`src/rtl/m_proc_multicycle.sv`:
```
// ---------------------------------------------------------------------------
// m_proc_multicycle
//   Multicycle MIPS-subset core. One instruction is in flight at a time and
//   walks IF -> ID -> EX -> {MEM, WB, IF}; HALT is absorbing until reset.
//   Instruction and data memories live outside the core (combinational read,
//   synchronous write), so the same core serves simulation tops and boards.
//
//   Supported: add sub and or slt sllv srlv (R-type), addi, lw, sw, beq, bne,
//   j, halt (op 6'h3f). Anything else halts with w_illegal set.
//
// Ports
//   w_clk          clock, all state on the rising edge
//   w_rst          synchronous active-high reset
//   w_imem_addr    instruction word address (pc[IMEM_AW+1:2])
//   w_imem_data    instruction word for w_imem_addr
//   w_dmem_addr    data word address (ea[DMEM_AW+1:2])
//   w_dmem_we      data write enable, high only in MEM of sw
//   w_dmem_wdata   store data (rt value latched in ID)
//   w_dmem_rdata   load data for w_dmem_addr
//   r_led          mirror of the last value written to register LED_REG
//   w_retire       one-cycle pulse in the final state of each instruction
//   w_halt         sticky: halt or illegal instruction reached
//   w_illegal      sticky: the halt was caused by an unrecognised encoding
// ---------------------------------------------------------------------------
module m_proc_multicycle #(
    parameter int          IMEM_AW  = 11,
    parameter int          DMEM_AW  = 11,
    parameter int          LED_REG  = 30,
    parameter logic [31:0] RESET_PC = 32'h0
) (
    input  logic               w_clk,
    input  logic               w_rst,
    output logic [IMEM_AW-1:0] w_imem_addr,
    input  logic [31:0]        w_imem_data,
    output logic [DMEM_AW-1:0] w_dmem_addr,
    output logic               w_dmem_we,
    output logic [31:0]        w_dmem_wdata,
    input  logic [31:0]        w_dmem_rdata,
    output logic [31:0]        r_led,
    output logic               w_retire,
    output logic               w_halt,
    output logic               w_illegal
);

    localparam logic [4:0] LED_IDX = LED_REG[4:0];

    typedef enum logic [2:0] {
        S_IF, S_ID, S_EX, S_MEM, S_WB, S_HALT
    } state_t;

    typedef enum logic [2:0] {
        C_ALU_R, C_ALU_I, C_LW, C_SW, C_BEQ, C_BNE, C_J
    } iclass_t;

    typedef enum logic [2:0] {
        OP_ADD, OP_SUB, OP_AND, OP_OR, OP_SLT, OP_SLLV, OP_SRLV
    } aluop_t;

    // -----------------------------------------------------------------------
    // State
    // -----------------------------------------------------------------------
    state_t      state_reg, state_next;
    logic [31:0] pc_reg, pc_next;
    logic [31:0] ir_reg;
    logic [31:0] a_reg, b_reg, imm_reg;
    logic [31:0] alu_reg, mdr_reg;
    iclass_t     class_reg;
    aluop_t      aluop_reg;
    logic [4:0]  dest_reg;
    logic        illegal_reg;
    logic [31:0] led_reg;

    // Register file: no reset so it maps onto RAM; r0 handled on the read side.
    logic [31:0] rf [0:31];

    // -----------------------------------------------------------------------
    // Decode (from the latched instruction, used during ID)
    // -----------------------------------------------------------------------
    logic [5:0]  ir_op, ir_funct;
    logic [4:0]  ir_rs, ir_rt, ir_rd;
    logic        dec_valid, dec_halt;
    iclass_t     dec_class;
    aluop_t      dec_aluop;
    logic [4:0]  dec_dest;

    assign ir_op    = ir_reg[31:26];
    assign ir_rs    = ir_reg[25:21];
    assign ir_rt    = ir_reg[20:16];
    assign ir_rd    = ir_reg[15:11];
    assign ir_funct = ir_reg[5:0];

    always_comb begin
        dec_valid = 1'b1;
        dec_halt  = 1'b0;
        dec_class = C_ALU_I;
        dec_aluop = OP_ADD;
        dec_dest  = ir_rt;
        case (ir_op)
            6'h00: begin
                dec_class = C_ALU_R;
                dec_dest  = ir_rd;
                case (ir_funct)
                    6'h20:   dec_aluop = OP_ADD;
                    6'h22:   dec_aluop = OP_SUB;
                    6'h24:   dec_aluop = OP_AND;
                    6'h25:   dec_aluop = OP_OR;
                    6'h2a:   dec_aluop = OP_SLT;
                    6'h04:   dec_aluop = OP_SLLV;
                    6'h06:   dec_aluop = OP_SRLV;
                    default: dec_valid = 1'b0;
                endcase
            end
            6'h08:   dec_class = C_ALU_I;
            6'h23:   dec_class = C_LW;
            6'h2b:   dec_class = C_SW;
            6'h04:   dec_class = C_BEQ;
            6'h05:   dec_class = C_BNE;
            6'h02:   dec_class = C_J;
            6'h3f:   dec_halt  = 1'b1;
            default: dec_valid = 1'b0;
        endcase
    end

    // -----------------------------------------------------------------------
    // Execute
    // -----------------------------------------------------------------------
    logic [31:0] op_b;
    logic [31:0] alu_res;
    logic [31:0] pc_plus4;
    logic [31:0] br_target;
    logic [31:0] j_target;
    logic        br_taken;

    assign op_b      = (class_reg == C_ALU_R) ? b_reg : imm_reg;
    assign pc_plus4  = pc_reg + 32'd4;
    assign br_target = pc_plus4 + {imm_reg[29:0], 2'b00};
    assign j_target  = {pc_plus4[31:28], ir_reg[25:0], 2'b00};
    assign br_taken  = (class_reg == C_BEQ) ? (a_reg == b_reg) : (a_reg != b_reg);

    // Shifts follow MIPS operand order: value is rt (b), amount is rs[4:0] (a).
    always_comb begin
        alu_res = 32'd0;
        case (aluop_reg)
            OP_ADD:  alu_res = a_reg + op_b;
            OP_SUB:  alu_res = a_reg - op_b;
            OP_AND:  alu_res = a_reg & op_b;
            OP_OR:   alu_res = a_reg | op_b;
            OP_SLT:  alu_res = {31'd0, ($signed(a_reg) < $signed(op_b))};
            OP_SLLV: alu_res = b_reg << a_reg[4:0];
            OP_SRLV: alu_res = b_reg >> a_reg[4:0];
            default: alu_res = 32'd0;
        endcase
    end

    // -----------------------------------------------------------------------
    // Control FSM: next state, pc update and strobes
    // -----------------------------------------------------------------------
    logic        retire_c;
    logic        store_c;
    logic        wb_c;
    logic        rf_we;
    logic [31:0] wb_val;

    always_comb begin
        state_next = state_reg;
        pc_next    = pc_reg;
        retire_c   = 1'b0;
        store_c    = 1'b0;
        wb_c       = 1'b0;
        case (state_reg)
            S_IF: state_next = S_ID;
            S_ID: begin
                if (dec_halt || !dec_valid) begin
                    state_next = S_HALT;
                end else begin
                    state_next = S_EX;
                end
            end
            S_EX: begin
                case (class_reg)
                    C_BEQ, C_BNE: begin
                        retire_c   = 1'b1;
                        pc_next    = br_taken ? br_target : pc_plus4;
                        state_next = S_IF;
                    end
                    C_J: begin
                        retire_c   = 1'b1;
                        pc_next    = j_target;
                        state_next = S_IF;
                    end
                    C_LW, C_SW: state_next = S_MEM;
                    default:    state_next = S_WB;
                endcase
            end
            S_MEM: begin
                if (class_reg == C_SW) begin
                    store_c    = 1'b1;
                    retire_c   = 1'b1;
                    pc_next    = pc_plus4;
                    state_next = S_IF;
                end else begin
                    state_next = S_WB;
                end
            end
            S_WB: begin
                wb_c       = 1'b1;
                retire_c   = 1'b1;
                pc_next    = pc_plus4;
                state_next = S_IF;
            end
            S_HALT: state_next = S_HALT;
            default: state_next = S_IF;
        endcase
    end

    // Reset wins over any pending store, write-back or retire in the same cycle.
    assign w_dmem_we = store_c & ~w_rst;
    assign w_retire  = retire_c & ~w_rst;
    assign rf_we     = wb_c & ~w_rst & (dest_reg != 5'd0);
    assign wb_val    = (class_reg == C_LW) ? mdr_reg : alu_reg;

    always_ff @(posedge w_clk) begin
        if (rf_we) begin
            rf[dest_reg] <= wb_val;
        end
    end

    always_ff @(posedge w_clk) begin
        if (w_rst) begin
            state_reg   <= S_IF;
            pc_reg      <= RESET_PC;
            ir_reg      <= 32'd0;
            a_reg       <= 32'd0;
            b_reg       <= 32'd0;
            imm_reg     <= 32'd0;
            alu_reg     <= 32'd0;
            mdr_reg     <= 32'd0;
            class_reg   <= C_ALU_R;
            aluop_reg   <= OP_ADD;
            dest_reg    <= 5'd0;
            illegal_reg <= 1'b0;
            led_reg     <= 32'd0;
        end else begin
            state_reg <= state_next;
            pc_reg    <= pc_next;
            case (state_reg)
                S_IF: ir_reg <= w_imem_data;
                S_ID: begin
                    a_reg     <= (ir_rs == 5'd0) ? 32'd0 : rf[ir_rs];
                    b_reg     <= (ir_rt == 5'd0) ? 32'd0 : rf[ir_rt];
                    imm_reg   <= {{16{ir_reg[15]}}, ir_reg[15:0]};
                    class_reg <= dec_class;
                    aluop_reg <= dec_aluop;
                    dest_reg  <= dec_dest;
                    if (!dec_valid) begin
                        illegal_reg <= 1'b1;
                    end
                end
                S_EX:  alu_reg <= alu_res;
                S_MEM: mdr_reg <= w_dmem_rdata;
                default: ;
            endcase
            // The LED mirror commits in the same edge as the regfile write.
            if (rf_we && (dest_reg == LED_IDX)) begin
                led_reg <= wb_val;
            end
        end
    end

    // -----------------------------------------------------------------------
    // Outputs
    // -----------------------------------------------------------------------
    assign w_imem_addr  = pc_reg[IMEM_AW+1:2];
    assign w_dmem_addr  = alu_reg[DMEM_AW+1:2];
    assign w_dmem_wdata = b_reg;
    assign r_led        = led_reg;
    assign w_halt       = (state_reg == S_HALT);
    assign w_illegal    = illegal_reg;

    // Shamt field has no meaning for the supported R-type ops.
    logic unused_shamt;
    assign unused_shamt = ^ir_reg[10:6];

endmodule

```
`config.mk`:
```
export PLATFORM = sky130hd
export DESIGN_NAME = m_proc_multicycle
export DESIGN_NICKNAME = d
export VERILOG_FILES = /design/src/rtl/m_proc_multicycle.sv
export SDC_FILE = /design/constraint.sdc
export NUM_CORES = 2
export LEC_CHECK = 0
export CAP_MARGIN = 20
export CORE_MARGIN = 4
export CORE_UTILIZATION = 33
export DETAILED_ROUTE_END_ITERATION = 6
export GPL_ROUTABILITY_DRIVEN = 0
export HOLD_SLACK_MARGIN = 0.02
export MAX_ROUTING_LAYER = met4
export PLACE_DENSITY = 0.49
export SLEW_MARGIN = 0
export SYNTH_ARGS = -nofsm -noshare
export SYNTH_HDL_FRONTEND = slang
export SYNTH_SLANG_ARGS = --single-unit
```
`constraint.sdc`:
```
create_clock -name w_clk -period 11.7 [get_ports w_clk]
set_clock_uncertainty 0.05 [all_clocks]
set_input_delay 2.925 -clock w_clk [delete_from_list [all_inputs] [get_ports w_clk]]
set_output_delay 2.925 -clock w_clk [all_outputs]
set_load 0.01 [all_outputs]
```
---- Word level (Yosys, flattened, before mapping) ----
Memory sizes are Yosys's and may differ from the RTL's. A register that Yosys moved wholly into a read port is not among the register bits.
Cells that the tools add are included.
operators by class
  add/subtract/negate cells ............... 4
  $lt $le $gt $ge ......................... 1
  equality and inequality tests ........... 35
  shift operators ......................... 2
  muxes and demuxes ....................... 32
  bitwise logic cells ..................... 8
  reduce and logical (&&, ||, !) cells .... 18
operators with widths
  kind                   count
  $pmux 32 s7            1
  $mux 32                6
  $pmux 32 s3            1
  $add 32x32->32         2
  $pmux 32 s2            1
  $eq 6x6->1 const B     8
  $pmux 3 s6             2
  $add 32x3->32 const B  1
  $and 32x32->32         1
  $eq 32x32->1           1
  $lt 32x32->1           1
  $ne 32x32->1           1
  $or 32x32->32          1
  $shl 32x5->32          1
  $shr 32x5->32          1
  $sub 32x32->32         1
  $mux 5                 5
  $eq 3x3->1 const B     8
  $eq 6x3->1 const B     4
  $eq 3x2->1 const B     6
  $pmux 3 s5             1
  $reduce_or 7->1        2
  $logic_not 5->1        2
  $logic_not 3->1        3
  other kinds (23)       39
word-level totals
  register bits after elaboration ......... 255
  bits in writable memories ............... 1024
  output and inout port bits .............. 90
  word-level logic and storage cells ...... 114
  memories ................................ 1
memories
  name  words  bits a word  read ports  clocked after Yosys merged registers in  write ports  line  source
  rf    32     32           2           2                                        1            74    logic [31:0] rf [0:31];

---- Longest topological paths before layout ----
  depth after elaboration ................. 8
  mapped depth ............................ 18
  mapped depth without buffers ............ 14

---- Worst setup path after synthesis ----
No wires, ideal clock.
  kind .................................... input port to output port
  start ................................... input w_rst
  end ..................................... output w_retire
  arrival time ............................ 4.130 ns
  data required time ...................... 8.725 ns
  path slack .............................. 4.595 ns
  stages on the path ...................... 5
  cells stage by stage .................... clkbuf_1 clkbuf_1 clkbuf_1 clkbuf_1 nor2_1
between the ends
  word-level cells in the longest chain between the ends .. 2
RTL lines
  element          line  source
  start, declared  32    input logic w_rst,
  $not 1->1        218   assign w_retire = retire_c & ~w_rst;
  $and 1x1->1      218
  end, declared    40    output logic w_retire,
Every way passes these cells.

---- Worst setup path in the final report ----
  start ................................... input w_rst
  end ..................................... output w_dmem_we
between the ends
  word-level cells in the longest chain between the ends .. 2
RTL lines
  element        line  source
  $not 1->1      217   assign w_dmem_we = store_c & ~w_rst;
  $and 1x1->1    217
  end, declared  36    output logic w_dmem_we,
Every way passes these cells.

==> impl_metrics.json <==
{
  "critical_path.endpoint": "w_dmem_we",
  "nNetsFinal": 4789,
  "post_cts_resized": 0,
  "ant_nets": 0,
  "slowest_delay_ns": 0.61,
  "cp_slowest_cell": "clkdlybuf4s50_1",
  "worst_pin_slew_ns": 1.00,
  "outcome": "completed",
  "ys.flop_type": "edfxtp_1",
  "syn_avg_cell_area_um2": 14.5,
  "reg2reg_to": "alu_reg[28]$_SDFFE_PP0P_",
  "path_cells": "buf_8, nor4b_1, clkdlybuf4s50_1",
  "overflow": 0,
  "area_growth_pct": 14.1,
  "yosysSeqAreaShare_pct": 54.1,
  "start_util_pct": 33.3,
  "critPathArrivalTime_ns": 4.12,
  "cts_tree": "yes",
  "clockBufferDepth": 3,
  "cp.required_ns": 8.73,
  "min_path_type": "flip-flop to flip-flop",
  "core_mm2": 0.198,
  "dieArea_mm2": 0.207,
  "rsz0062_at_grt": "false",
  "die_x_um": 455,
  "final-setup-viol-count": 0,
  "routed_wirelength_um": 225000,
  "final-hold-violation-count": 0,
  "placed_cell_area_mm2": 0.0705,
  "finalNonFillerCells": 7355,
  "synth_edf_count": 1024,
  "p_leak_nw": 24.7,
  "fin_util_pct": 38.0,
  "synth.top_cells.by_area": "edfxtp_1, mux4_2, dfxtp_1",
  "grt_pass1_wl_um": 321000,
  "end_kind": "output pin",
  "dpl.hpwl_um": 148000,
  "async_reset_ff_share_pct": 0,
  "fin_crit_sh_pct": 60.7,
  "r2r.worst_path.cells": 14,
  "yosysMostFrequentCell": "edfxtp_1",
  "clkLatencyLatePin_ns": 0.77,
  "largest_reg_flops": 1024,
  "clk_pin_slew_ns": 0.05,
  "path_class": "input port to output pin",
  "rows": 163,
  "hold_buffers": 0,
  "synth_cell_type_count": 83,
  "syn_inst": 4533,
  "drcViolationCount": 0,
  "finalCriticalPeriod_ns": 7.10,
  "first_iter_violations": 5001,
  "fp.dieH_um": 455,
  "slew_headroom_pct": 33.1,
  "ys_ff_latch": 1268,
  "avgRoutedWirePerCell_um": 30.6,
  "drive_gt1_share_pct": 23.8,
  "netlist_area_mm2": 0.0659,
  "grt_use_total_pct": 22.1,
  "viasPerCell": 5.79,
  "regMostFlops": "rf",
  "yosysWarnings": 0,
  "dp.cells": 7090,
  "cts_buffers": 145,
  "drtPass1Iterations": 6,
  "rrSetupSlack_ns": 6.93,
  "synthTopCellsByCount": "edfxtp_1, mux4_2, nor2_1",
  "r2r_start": "class_reg[0]$_SDFFE_PP0P_",
  "grt_max_degree": 154,
  "post_cts_buffers": 0,
  "vias": 42600,
  "htree_levels": 4,
  "synth_top_area_share_pct": 46.7,
  "clockRootBuffer": "clkbuf_16",
  "maxCapViolCount": 0,
  "worstSetupStartpoint": "w_rst",
  "drv_slew": 0,
  "clock.fmax_mhz": 141,
  "fin_setup_tns_ns": 0,
  "irDropWorstVdd_mv": 0.153,
  "start_kind": "input port",
  "io_buffers": 155,
  "antenna_found_initial": 13,
  "synth_area_leader_cell": "edfxtp_1",
  "cts.sinks": 1268,
  "fin_area_mm2": 0.0752,
  "crit_fanout": 73,
  "power_density_mw_per_mm2": 218,
  "grt_pass1_vias": 42400,
  "boundaryPins": 156
}
==> final cells by class <==
class | instances | area (µm²)
inverter | 102 | 383
clock buffer | 188 | 3960
sequential | 1268 | 35700
timing repair buffer | 261 | 2440
tap | 2640 | 3300
multi-input combinational | 2819 | 28700
clock inverter | 74 | 724
fill | 18500 | 123000
antenna | 3 | 7.51
==> how the worst min path moves through the flow <==
stage | cells after the start | endpoint | start | slack (ns)
6_report | 2 | mdr_reg[11]$_SDFFE_PP0P_ | mdr_reg[11]$_SDFFE_PP0P_ | 0.40
2_1_floorplan | 2 | alu_reg[13]$_SDFFE_PP0P_ | alu_reg[13]$_SDFFE_PP0P_ | 0.37
3_5_place_dp | 2 | mdr_reg[2]$_SDFFE_PP0P_ | mdr_reg[2]$_SDFFE_PP0P_ | 0.39
4_1_cts | 2 | mdr_reg[2]$_SDFFE_PP0P_ | mdr_reg[2]$_SDFFE_PP0P_ | 0.40
3_3_place_gp | 2 | mdr_reg[17]$_SDFFE_PP0P_ | mdr_reg[17]$_SDFFE_PP0P_ | 0.39
5_1_grt | 2 | mdr_reg[23]$_SDFFE_PP0P_ | mdr_reg[23]$_SDFFE_PP0P_ | 0.42
==> worst max-delay path: cells and delay by family <==
family,cells,cell delay (ns)
buf+inv,2,0.83
simple gates,1,0.36
==> power breakdown <==
part           leakage [nW]  internal [mW]  switching, mW
combinational          10.1           2.52           3.77
clock                  2.28           2.57           1.92
sequential             12.3           5.02          0.560
total                  24.7           10.1           6.25
==> layer usage <==
| metal | wire (µm) | vias up | global-route usage (%) | share of wire [%] |
|---|---|---|---|---|
| li1 | - | 18100 | - | - |
| met2 | 107000 | 1677 | 34.6 | 47 |
| met5 | 0 | - | - | 0 |
| met3 | 14100 | 312 | 2.92 | 6.3 |
| met1 | 98900 | 22500 | 30.7 | 44 |
| met4 | 5230 | 0 | 5.12 | 2.3 |
==> cell families after synthesis <==
| group | synth area share (%) |
|---|---|
| muxes | 26.4 |
| AOI/OAI and AO/OA | 6.88 |
| and+or+nand+nor | 6.23 |
| xor gates and xnor gates | 0.997 |
| DFF | 54.1 |
| adders and majority gates | 2.43 |
| buffers and inverters | 2.99 |
| other | 0.00569 |
==> layout by cell type, fill, tap and decap left out, drive strengths merged, types with 61 or more instances in the layout <==
cell type      count
o21ai            147
clkdlybuf4s50    154
nor2             389
edfxtp          1024
xnor2             63
clkbuf           188
nand2            331
ha               123
dfxtp            244
buf              107
inv              106
a21oi            298
mux4             667
mux2i            168
mux2              61
==> through the flow <==
stage | power [mW] | setup slack (ns) | hold slack [ns]
after floorplan | 9.60 | 4.60 | 0.371
after global placement | 11.9 | 4.56 | 0.390
after detailed placement | 11.9 | 4.57 | 0.393
after CTS | 16.4 | 4.57 | 0.401
after global routing | 17.1 | 4.52 | 0.421
final | 16.4 | 4.60 | 0.401
No activity file was read; power rests on OpenSTA's default activity.
